## src/rtl/matrix_buffer_reader.sv

```systemverilog
// Read-side sequencer for the matrix double buffer: sweeps every read address once per buffer swap and
// streams one byte per lane through a credit-controlled FIFO that absorbs the fixed buffer read latency.
module matrix_buffer_reader #(
    parameter int BYTES_PER_BLOCK    = 2250,
    parameter int BANK_COUNT         = 6,
    parameter int BLOCK_COUNT        = 2,
    parameter int BLOCK_DATA_WIDTH_B = 8,
    parameter int ADDRESS_NUMBER_B   = (BYTES_PER_BLOCK * 8) / BLOCK_DATA_WIDTH_B,
    parameter int READ_LATENCY       = 2,
    parameter int FIFO_DEPTH         = READ_LATENCY + 2,
    localparam int LANES             = BANK_COUNT * BLOCK_COUNT,
    localparam int DATA_W            = LANES * BLOCK_DATA_WIDTH_B,
    localparam int ADDR_W            = $clog2(ADDRESS_NUMBER_B)
) (
    input  logic              I_clkb,
    input  logic              I_rst_n,
    input  logic              I_buffer_updated,
    input  logic              I_data_valid,
    output logic              O_read_enable,
    output logic [ADDR_W-1:0] O_read_address,
    input  logic [DATA_W-1:0] I_data_flat,
    output logic [DATA_W-1:0] O_data_flat,
    output logic              O_valid,
    input  logic              I_ready,
    output logic              O_sof,
    output logic              O_eof,
    output logic              O_busy,
    output logic              O_overrun
);

    localparam int CNT_W = $clog2(FIFO_DEPTH + 1);
    localparam int PTR_W = (FIFO_DEPTH > 1) ? $clog2(FIFO_DEPTH) : 1;
    localparam logic [ADDR_W-1:0] LAST_ADDR = ADDR_W'(ADDRESS_NUMBER_B - 1);
    localparam logic [CNT_W-1:0]  DEPTH_C   = CNT_W'(FIFO_DEPTH);
    localparam logic [PTR_W-1:0]  LAST_PTR  = PTR_W'(FIFO_DEPTH - 1);

    typedef enum logic [1:0] {IDLE, SWEEP, DRAIN} state_t;

    state_t              state_reg;
    logic [ADDR_W-1:0]   addr_reg;
    logic                read_en_reg;
    logic                pending_reg;
    logic                overrun_reg;
    // Reads issued but not yet popped downstream (in flight + held in FIFO).
    logic [CNT_W-1:0]    credit_reg;
    logic [CNT_W-1:0]    credit_next;
    logic [CNT_W-1:0]    fifo_count_reg;
    logic [PTR_W-1:0]    wr_ptr_reg;
    logic [PTR_W-1:0]    rd_ptr_reg;
    logic [READ_LATENCY-1:0] pipe_vld_reg;
    logic [READ_LATENCY-1:0] pipe_sof_reg;
    logic [READ_LATENCY-1:0] pipe_eof_reg;
    logic [DATA_W+1:0]   fifo_mem [FIFO_DEPTH];
    logic [DATA_W+1:0]   head;
    logic                push;
    logic                pop;
    logic                start_sweep;
    logic                credit_ok_next;

    assign push        = pipe_vld_reg[READ_LATENCY-1];
    assign pop         = O_valid & I_ready;
    assign start_sweep = (state_reg == IDLE) & pending_reg & I_data_valid;

    always_comb begin
        credit_next = credit_reg;
        if (read_en_reg)
            credit_next = credit_next + CNT_W'(1);
        if (pop)
            credit_next = credit_next - CNT_W'(1);
    end

    assign credit_ok_next = (credit_next < DEPTH_C);

    // Sweep control; the read strobe is registered, so it is decided from next-cycle credit.
    always_ff @(posedge I_clkb or negedge I_rst_n) begin
        if (!I_rst_n) begin
            state_reg   <= IDLE;
            addr_reg    <= '0;
            read_en_reg <= 1'b0;
            pending_reg <= 1'b0;
            overrun_reg <= 1'b0;
            credit_reg  <= '0;
        end else begin
            credit_reg <= credit_next;
            if (I_buffer_updated) begin
                if (pending_reg && !start_sweep)
                    overrun_reg <= 1'b1;
                pending_reg <= 1'b1;
            end else if (start_sweep) begin
                pending_reg <= 1'b0;
            end
            case (state_reg)
                IDLE: begin
                    if (start_sweep) begin
                        state_reg   <= SWEEP;
                        addr_reg    <= '0;
                        read_en_reg <= 1'b1;
                    end
                end
                SWEEP: begin
                    if (read_en_reg && addr_reg == LAST_ADDR) begin
                        state_reg   <= DRAIN;
                        read_en_reg <= 1'b0;
                    end else begin
                        if (read_en_reg)
                            addr_reg <= addr_reg + ADDR_W'(1);
                        read_en_reg <= credit_ok_next;
                    end
                end
                DRAIN: begin
                    if (credit_reg == '0)
                        state_reg <= IDLE;
                end
                default: state_reg <= IDLE;
            endcase
        end
    end

    // Tag pipeline aligned with the buffer read latency.
    always_ff @(posedge I_clkb or negedge I_rst_n) begin
        if (!I_rst_n) begin
            pipe_vld_reg <= '0;
            pipe_sof_reg <= '0;
            pipe_eof_reg <= '0;
        end else begin
            for (int i = READ_LATENCY - 1; i > 0; i--) begin
                pipe_vld_reg[i] <= pipe_vld_reg[i-1];
                pipe_sof_reg[i] <= pipe_sof_reg[i-1];
                pipe_eof_reg[i] <= pipe_eof_reg[i-1];
            end
            pipe_vld_reg[0] <= read_en_reg;
            pipe_sof_reg[0] <= read_en_reg & (addr_reg == '0);
            pipe_eof_reg[0] <= read_en_reg & (addr_reg == LAST_ADDR);
        end
    end

    always_ff @(posedge I_clkb) begin
        if (push)
            fifo_mem[wr_ptr_reg] <= {pipe_sof_reg[READ_LATENCY-1], pipe_eof_reg[READ_LATENCY-1], I_data_flat};
    end

    always_ff @(posedge I_clkb or negedge I_rst_n) begin
        if (!I_rst_n) begin
            wr_ptr_reg     <= '0;
            rd_ptr_reg     <= '0;
            fifo_count_reg <= '0;
        end else begin
            if (push)
                wr_ptr_reg <= (wr_ptr_reg == LAST_PTR) ? '0 : wr_ptr_reg + PTR_W'(1);
            if (pop)
                rd_ptr_reg <= (rd_ptr_reg == LAST_PTR) ? '0 : rd_ptr_reg + PTR_W'(1);
            if (push && !pop)
                fifo_count_reg <= fifo_count_reg + CNT_W'(1);
            else if (pop && !push)
                fifo_count_reg <= fifo_count_reg - CNT_W'(1);
        end
    end

    // Outputs are gated by O_valid so stale FIFO contents never appear after reset.
    assign head           = fifo_mem[rd_ptr_reg];
    assign O_valid        = (fifo_count_reg != '0);
    assign O_data_flat    = O_valid ? head[DATA_W-1:0] : '0;
    assign O_sof          = O_valid & head[DATA_W+1];
    assign O_eof          = O_valid & head[DATA_W];
    assign O_read_enable  = read_en_reg;
    assign O_read_address = addr_reg;
    assign O_busy         = (state_reg != IDLE);
    assign O_overrun      = overrun_reg;

endmodule

```

## config.mk

```make
export PLATFORM = sky130hd
export DESIGN_NAME = matrix_buffer_reader
export DESIGN_NICKNAME = d
export VERILOG_FILES = /design/src/rtl/matrix_buffer_reader.sv
export SDC_FILE = /design/constraint.sdc
export NUM_CORES = 1
export LEC_CHECK = 0
export ABC_AREA = 0
export BUFFER_PORTS_ARGS = -buffer_cell sky130_fd_sc_hd__buf_2
export CAP_MARGIN = 20
export CORE_ASPECT_RATIO = 0.5
export CORE_UTILIZATION = 54
export CTS_BUF_LIST = sky130_fd_sc_hd__clkbuf_4 sky130_fd_sc_hd__clkbuf_8
export CTS_CLUSTER_DIAMETER = 200
export DETAILED_ROUTE_END_ITERATION = 10
export HOLD_SLACK_MARGIN = 0.08
export PLACE_DENSITY_LB_ADDON = 0.2
export SLEW_MARGIN = 40
export SYNTH_ARGS = -nofsm -noshare
export SYNTH_HDL_FRONTEND = slang
export SYNTH_SLANG_ARGS = --single-unit
export TNS_END_PERCENT = 100
```

## constraint.sdc

```tcl
create_clock -name I_clkb -period 4.1 [get_ports I_clkb]
set_input_delay 0.41 -clock I_clkb [delete_from_list [all_inputs] [get_ports I_clkb]]
set_output_delay 0.41 -clock I_clkb [all_outputs]
set_load 0.005 [all_outputs]
```

; ---- Word level (Yosys, flattened, before mapping)
; Memory sizes are Yosys's and may differ from the RTL's.
; Cells that the tools add are included.
[totals]
ff_bits = 33
ram_bits = 392
in_bits = 101
out_inout_bits = 114
word_cells = 79
mem_count = 1
[classes]
add_sub_neg = 7
magnitude_cmp = 1
n_eq_ne = 10
muxes = 22
bitwise_logic = 7
n_reduce_logical = 19
[memory_table]
columns = name, words, word_bits, rd, rd_ports_with_merged_regs, write_ports, line_no
row1 = fifo_mem, 4, 98, 1, 0, 1, 53  ; logic [DATA_W+1:0] fifo_mem [FIFO_DEPTH];
[ops]
columns = operator, n
row1 = 2-to-1 mux 96 bit, 1
row2 = 2-to-1 mux 12 bit, 3
row3 = case mux 12 bit (2 select lines), 1
row4 = adder 12 x 1 -> 12 bit (second input constant), 1
row5 = == test 12 bit (second input constant), 1
row6 = zero test 12 bit, 1
row7 = 2-to-1 mux 3 bit, 4
row8 = 2-to-1 mux 2 bit, 5
row9 = != test 2 bit (second input constant), 5
row10 = nonzero test 2 bit, 4
row11 = AND 1 bit, 7
row12 = adder 3 x 1 -> 3 bit (second input constant), 2
row13 = == test 2 bit (second input constant), 3
row14 = 2-to-1 mux 1 bit, 6
row15 = case mux 2 bit (3 select lines), 1
row16 = subtractor 3 x 1 -> 3 bit (second input constant), 2
row17 = adder 2 x 1 -> 2 bit (second input constant), 2
row18 = logical AND 1 bit, 4
row19 = AND reduction 2 bit, 2
row20 = AND reduction 4 bit, 1
row21 = zero test 1 bit, 3
row22 = zero test 3 bit, 1
row23 = less-than comparator 3 bit (second input constant), 1
row24 = AND reduction 3 bit, 1
row25 = other kinds (4), 4

; ---- Logic depth before layout (Yosys ltp)
; Gate-level depths: netlist (run 1).
[depth]
word_depth = 7
mapped_depth = 9
depth_no_buf = 8

; ---- Least setup slack after synthesis (run 1)
; OpenSTA, ideal clock, no wires.
[synth_timing]
path_kind = register to register
from = register wr_ptr_reg[0]
to = memory fifo_mem[2][0] (netlist bit) (enable)
setup_time_ns = 0.468
t_arrival_ns = 2.890
required_ns = 3.632
path_slack_ns = 0.743
path_stages_with_launch = 4
n_path_buf = 0
synth_period_minus_slack_ns = 3.357
cell_sequence = dfrtp_1 -> inv_1 -> ha_1 -> and2_1
[synth_rtl]
columns = element, line_no
row1 = start: declaration, 48  ; logic [PTR_W-1:0] wr_ptr_reg;
row2 = start signal: assignment, 149  ; wr_ptr_reg <= (wr_ptr_reg == LAST_PTR) ? '0 : wr_ptr_reg + PTR_W'(1);
row3 = end: declaration, 53
; No word-level cell before the write port.

; ---- Final worst setup path (run 1)
[layout_timing]
from = register rd_ptr_reg[0]
to = output O_data_flat[63]
[layout_via]
elab_chain_len = 2
[layout_rtl]
columns = element, line_no
row1 = start: declaration, 49  ; logic [PTR_W-1:0] rd_ptr_reg;
row2 = start signal: assignment, 151  ; rd_ptr_reg <= (rd_ptr_reg == LAST_PTR) ? '0 : rd_ptr_reg + PTR_W'(1);
row3 = memory (4 x 98 bit), -
row4 = 2-to-1 mux 96 bit, 162  ; assign O_data_flat = O_valid ? head[DATA_W-1:0] : '0;
row5 = end: declaration, 22  ; output logic [DATA_W-1:0] O_data_flat,
; Every way passes these cells.

==> flow_summary.yaml, run 1 <==
grt:
  overflow: 0
  grt_pass1_wl_mm: 51.3
  grt_max_degree: 91
  antenna_found_initial: 1
  grt_usage_pct: 21.5
  grt_pass1_vias: 9253
power:
  p_leak_nw: 7.24
  peakVddDrop_uv: 409
  p_total_mw: 14.5
  p_per_area_mw_per_mm2: 719
synthesis:
  synth_edf_count: 392
  ys.warnings.count: 0
  synth-main-ff-cell: "edfxtp_1"
  synth_area_per_cell_um2: 21.2
  syn-num-nets: 894
  yosys-top-cells-area: "edfxtp_1 71%, mux4_2 13%, dfrtp_1 5.0%, and2_1 3.9%, ha_1 0.91%"
  ys_seq_area_share_pct: 76.2
  netlist.area_leader.share_pct: 71.2
  ys_ff_latch: 425
  netlist_instances: 780
  synthArstFlopShare_pct: 7.76
  ys_types: 49
  synthesis.area_mm2: 0.0165
  synth_top_area_cell: "edfxtp_1"
clock_network:
  clk_pin_slew_ns: 0.07
  cts.sinks: 425
  post_cts_buffers: 0
  cts_tree: "done"
  cts_root_buf: "clkbuf_8"
  cts_buffers: 56
  cts.path.max_buffers: 3
  insertion_delay_ns: 0.60
  htreeDepth: 2
routing:
  num_vias: 8482
  via_per_inst: 5.43
  drtIter0Drc: 482
  antenna_left: 0
  wl_per_cell_um: 20.9
  route.detailed.drc: 0
  drt_wl_total_mm: 32.7
  first_pass_iters: 5
worst_setup_path:
  crit_start: "rd_ptr_reg[0]$_DFFE_PN0P_"
  cp.required_ns: 3.69
  critical_path_class: "register to output port"
  arrival_ns: 2.71
  critical_path.max_fanout: 24
  cp-start-kind: "register"
  slowest_delay_ns: 0.65
  cp_slowest_cell: "dfrtp_4"
  setup.worst_path.end_class: "output port"
  critical_path.cell_chain: "buf_12, buf_4, mux4_2, and2_1, buf_2"
  r2r-start: "fifo_count_reg[0]$_DFFE_PN0P_"
cells_and_area:
  nNetsFinal: 1244
  multi_input_area_mm2: 0.00369
  fin_util_pct: 68.3
  register_area_mm2: 0.0126
  synthToLayoutAreaGrowth_pct: 22.1
  drive_gt1_share_pct: 37.6
  largest_reg_flops: 392
  top_register: "fifo_mem"
  n_fill_cell: 1897
placed_design:
  gp_congestion: 0.803
  io_buffers: 214
  hpwlAfterDp_mm: 18.8
sta:
  rsz0062_at_grt: "false"
  tns_ns: 0
  fin_crit_sh_pct: 76.1
  fin_worst_skew_ns: 0.0329
  hold_violations: 0
  fmax_mhz: 321
  final.min_clock_period_ns: 3.12
  holdWs_ns: 0.156
  setup_viol: 0
  slew_viol_final: 0
  relSlewSlack_pct: 49.7
  worst_pin_slew_ns: 0.754
floorplan:
  num_io_pins: 215
  fp.dieW_um: 249
  rows: 44
  die_area_mm2: 0.0314
  coreArea_mm2: 0.0296
  start_util_pct: 55.9
  die_h_um: 126
worst_hold_path:
  min_from: "I_data_valid"
  hold_class: "input pin to register"
job:
  maxCapViolCount: 0
outcome:
  status: "finished, final reports clean"
-- repair_timing --
item | 4_1_cts | 5_1_grt
hold buffers | 98 | 0
gates resized for setup | 0 | 0
hold endpoints to repair | 419 | 0
-- cell type report --
| type | instances | share of cell area [%] |
|---|---|---|
| sequential | 425 | 62.4 |
| multi-input combinational | 307 | 18.3 |
| timing repair buffer | 329 | 11.2 |
| clock buffer | 83 | 5.13 |
| tap | 391 | 2.42 |
| clock inverter | 15 | 0.328 |
| inverter | 11 | 0.204 |
| antenna | 1 | 0.0124 |
-- worst max-delay path: cells and delay by family, from the launching register on --
kind / cells / cell delay, ns
flip-flops: 1 / 0.65
multiplexers: 1 / 0.54
buffers and inverters: 3 / 0.69
AND/OR/NAND/NOR: 1 / 0.18
-- path summary, 6_finish.rpt --
kind / slack (ns) / to / depth (start not counted)
worst max-delay path: 0.98 / O_data_flat[63] / 5
worst min register to register: 0.35 / pipe_eof_reg[1]$_DFF_PN0_ / 0
worst min-delay path: 0.16 / state_reg[0]$_DFFE_PN0P_ / 3
worst max register to register: 1.67 / fifo_count_reg[2]$_DFFE_PN0P_ / 8
max in group asynchronous: 3.45 / rd_ptr_reg[1]$_DFFE_PN0P_ / 2
min in group asynchronous: 0.31 / O_overrun$_DFFE_PN0P_ / 2
-- placed cells by master, fill, tap and decap left out, types with 5 or more instances in the layout --
master and n:
buf_2 213, and2_1 99, nand3_1 5, clkbuf_8 66, buf_12 6, inv_1 11
edfxtp_1 392, nor2_1 9, ha_1 12, nand2_1 13, dfrtp_1 31, clkinv_2 8
mux4_2 98, a21oi_1 5, clkbuf_4 17, o21ai_0 8, xnor2_1 8, dlygate4sd3_1 98
buf_4 12, clkinv_1 7
-- logic make-up after synthesis --
kind of cell | share of synthesized area [%]
XOR/XNOR | 0.635
flip-flops | 76.2
AO/OA/AOI/OAI | 0.915
AND/OR/NAND/NOR | 5.97
buffers and inverters | 1.56
multiplexers | 13.7
adder cells (fa/ha/maj) | 1.03
-- metal layers --
metal	global-route usage (%)	up-vias	share of wire [%]
li1	-	3829	-
met1	28.0	4428	42
met2	37.4	175	52
met3	4.18	50	4.2
met4	5.88	0	1.7
met5	0	-	0
-- where the power goes --
part	total (mW)	switching [mW]	internal [mW]	leakage (nW)
combinational	4.92	2.43	2.49	2.66
sequential	6.47	0.463	6.01	3.99
clock	3.12	1.51	1.61	0.595
total	14.5	4.40	10.1	7.24
-- metrics by stage --
step / setup WS (ns) / instances / area, um2
after global routing: 0.809 / 1562 / 20200
after CTS: 0.772 / 1560 / 20200
final: 0.982 / 1562 / 20200
after global placement: 1.44 / 1363 / 18100
after detailed placement: 1.43 / 1364 / 18100
after floorplan: 0.743 / 780 / 16500
-- cells in the mapped netlist (2+ instances only) --
master    count
o21ai_0       8
inv_1        11
nand3_1       5
nand2_1      13
edfxtp_1    392
clkbuf_1     17
buf_6         4
dfrtp_1      33
and3_1        2
a21o_1        2
or3_1         2
nor3_1        3
nand4_1       2
mux2i_1       4
xor2_1        4
buf_4        11
nor2_1        9
buf_2         5
and2_1      103
mux2_2        2
ha_1         12
a21oi_1       5
mux4_2       98
xnor2_1       8
Note: power is estimated with default switching activity, not from simulation.
==> run 2, diff against run 1 <==
--- a/config.mk
+++ b/config.mk
@@ -5,7 +5,7 @@
 export SDC_FILE = /design/constraint.sdc
 export NUM_CORES = 1
 export LEC_CHECK = 0
-export ABC_AREA = 0
+export ABC_AREA = 1
 export BUFFER_PORTS_ARGS = -buffer_cell sky130_fd_sc_hd__buf_2
 export CAP_MARGIN = 20
 export CORE_ASPECT_RATIO = 0.5
==> constraint.sdc (replaced) <==
create_clock -name I_clkb -period 3 [get_ports I_clkb]
set_input_delay 0.3 -clock I_clkb [delete_from_list [all_inputs] [get_ports I_clkb]]
set_output_delay 0.3 -clock I_clkb [all_outputs]
set_load 0.005 [all_outputs]
==> run 2 against run 1 <==
Net effect:
- sequential power grew 35%
- count of clock-buffer cells in the layout increased by 8
- utilization fell by 0.63 points
- flip-flop and latch count unchanged
- via count up 37%
- power grew 44%
- routed wire length up 19%
- final area is 2.7% higher
- clock skew increased by 0.0025 ns
- critical path depth did not move
- critical endpoint is now O_data_flat[42]
- largest power group unchanged
==> flow_summary.yaml, run 2 <==
grt:
  overflow: 0
  met2_usage_pct: 43.3
  met3_usage_pct: 5.24
  grt_max_degree: 113
  antenna_found_initial: 3
  grt_pass1_wl_mm: 60.3
  grt_pass1_vias: 11800
  use_met1_pct: 29.8
  grt_usage_pct: 24.4
  busiest_layer: "met2"
worst_setup_path:
  r2r-start: "fifo_count_reg[0]$_DFFE_PN0P_"
  arrival_ns: 2.51
  setup.worst_path.end_class: "output port"
  cp-start-kind: "register"
  slowest_delay_ns: 0.52
  cp_slowest_cell: "dfrtp_4"
  cp.required_ns: 2.70
  critical_path.cell_chain: "inv_4, buf_12, o21ai_0, a21oi_1, buf_2"
  critical_path_class: "register to output port"
  rrSetupSlack_ns: 0.98
  critical_path.max_fanout: 75
  reg2reg_to: "fifo_count_reg[2]$_DFFE_PN0P_"
  reg2reg_depth: 9
clock_network:
  insertion_delay_ns: 0.62
  cts_root_buf: "clkbuf_8"
  cts_tree: "done"
  clk_pin_slew_ns: 0.07
  cts_buffers: 57
  cts.path.max_buffers: 3
  cts.sinks: 425
  htreeDepth: 2
routing:
  wl_per_cell_um: 17.8
  route.detailed.drc: 0
  via_per_inst: 5.32
  drtIter0Drc: 776
  num_vias: 11600
  drt_wl_total_mm: 38.9
  antenna_left: 0
  first_pass_iters: 5
power:
  p_leak_nw: 7.79
  p_per_area_mw_per_mm2: 1010
  peakVddDrop_uv: 727
cells_and_area:
  drive_gt1_share_pct: 20.4
  register_area_mm2: 0.0126
  n_fill_cell: 2214
  nNetsFinal: 1822
  top_register: "fifo_mem"
  final_common_cell: "nor2_1"
  mostFrequentLayoutCells: "417 x nor2_1, 392 x edfxtp_1, 213 x buf_2"
  largest_reg_flops: 392
  multi_input_area_mm2: 0.00386
  synthToLayoutAreaGrowth_pct: 22.1
sta:
  hold_violations: 0
  setup_viol: 0
  fin_ws_ns: 0.191
  fin_worst_skew_ns: 0.0354
  fmax_mhz: 356
  rsz0062_at_grt: "false"
  tns_ns: 0
  slew_viol_final: 0
  fin_crit_sh_pct: 93.6
  worst_pin_slew_ns: 0.616
  final.min_clock_period_ns: 2.81
  relSlewSlack_pct: 58.9
synthesis:
  syn-num-nets: 1507
  synth_top_area_cell: "edfxtp_1"
  synth_compound_area_share_pct: 9.15
  synth-main-ff-cell: "edfxtp_1"
  synthesis.area_mm2: 0.0170
  netlist_instances: 1393
  yosys.area_share.simple_pct: 12.0
  synth.area.mux_share_pct: 0.125
  ys_ff_latch: 425
  synth_commonest_cells: "417 x nor2_1, 392 x edfxtp_1, 198 x o21ai_0"
  synth_fa_ha_area_share_pct: 1.00
  synth_most_common_cell: "nor2_1"
  synthArstFlopShare_pct: 7.76
  netlist.area_leader.share_pct: 69.3
  ys.warnings.count: 0
  synth_top_family_by_area: "simple AND/OR/NAND/NOR gates"
  synth_area_per_cell_um2: 12.2
  yosys-top-cells-area: "edfxtp_1 69%, nor2_1 9.2%, o21ai_0 5.8%, dfrtp_1 4.9%, a21oi_1 2.9%"
  synth_edf_count: 392
  ys_types: 35
  ys_seq_area_share_pct: 74.2
  synth_xor_area_share_pct: 0.413
floorplan:
  coreArea_mm2: 0.0306
  num_io_pins: 215
  start_util_pct: 55.4
  die_h_um: 127
  die_area_mm2: 0.0322
  fp.dieW_um: 253
  rows: 45
placed_design:
  io_buffers: 214
  hpwlAfterDp_mm: 21.9
  gp_congestion: 0.862
  place_ws_ns: 0.835
outcome:
  status: "finished, final reports clean"
worst_hold_path:
  hold_class: "input pin to asynchronous set/reset pin"
job:
  maxCapViolCount: 0
-- run 2: cell count changes after synthesis, moves of 13 or more --
cell,change
and2_1,-103
inv_1,+23
mux4_2,-98
a21oi_1,+95
buf_2,+26
nor2_1,+408
nand2_1,+55
nand3_1,+13
o21ai_0,+190
clkbuf_2,+13
-- run 2: critical path: cells and delay by family (launching register included) --
family                 cells  cell delay, ns
AO/OA/AOI/OAI              2            0.43
buffers and inverters      3            0.88
flip-flops                 1            0.52
-- run 2: layout make-up --
cell class | instances | area share [%]
inverter | 38 | 0.779
timing repair buffer | 334 | 11.6
tap | 423 | 2.55
clock inverter | 14 | 0.441
sequential | 425 | 60.8
multi-input combinational | 852 | 18.6
clock buffer | 91 | 5.20
antenna | 3 | 0.0362
-- run 2: worst max path at each step --
| stage | slack, ns | start | cells after the start | endpoint |
|---|---|---|---|---|
| after floorplan | 0.06 | wr_ptr_reg[0]$_DFFE_PN0P_ | 3 | fifo_mem[3][0]$_DFFE_PP_ |
| after global placement | 0.87 | rd_ptr_reg[0]$_DFFE_PN0P_ | 5 | O_data_flat[60] |
| after detailed placement | 0.84 | rd_ptr_reg[1]$_DFFE_PN0P_ | 6 | O_data_flat[78] |
| after CTS | 0.17 | rd_ptr_reg[1]$_DFFE_PN0P_ | 6 | O_data_flat[78] |
| after global routing | 0.008 | rd_ptr_reg[1]$_DFFE_PN0P_ | 6 | O_data_flat[78] |
| final | 0.19 | rd_ptr_reg[0]$_DFFE_PN0P_ | 5 | O_data_flat[42] |
-- run 2: cells by family (layout without fill, tap and decap cells) --
family	after synthesis	after routing
other cells	0	3
mux	2	2
flops	425	425
buf+inv	116	477
compound gates	308	308
fa+ha+maj	13	13
simple gates	521	521
xor+xnor	8	8
-- run 2: per-layer routing --
layer	vias to the layer above	share of wire, %
met5	-	0
met4	0	2.2
met3	59	6.5
met2	383	51
met1	5655	40
li1	5510	-
-- run 2: repair_timing --
item / CTS / global route
resized for setup: 0 / 0
setup buffers: 0 / 0
hold buffers: 99 / 0
endpoints found under the hold margin: 421 / 0
-- run 2: power by group --
part,internal [mW],switching [mW],leakage [nW]
registers,8.27,0.460,4.01
clock network,2.36,2.09,0.631
logic,2.73,5.02,3.15
total,13.4,7.57,7.79
-- run 2: through the flow --
step                cell area [um2]  hold WS (ns)  std cells  utilization, %  power (mW)
finish                        20700         0.168       2180            67.7        20.9
global placement              18600         0.334       1973            60.6        16.3
global route                  20700         0.166       2179            67.7        22.3
CTS                           20700         0.124       2177            67.6        21.1
floorplan                     17000       0.00441       1393               -        13.4
detailed placement            18600         0.344       1973            60.6        16.5
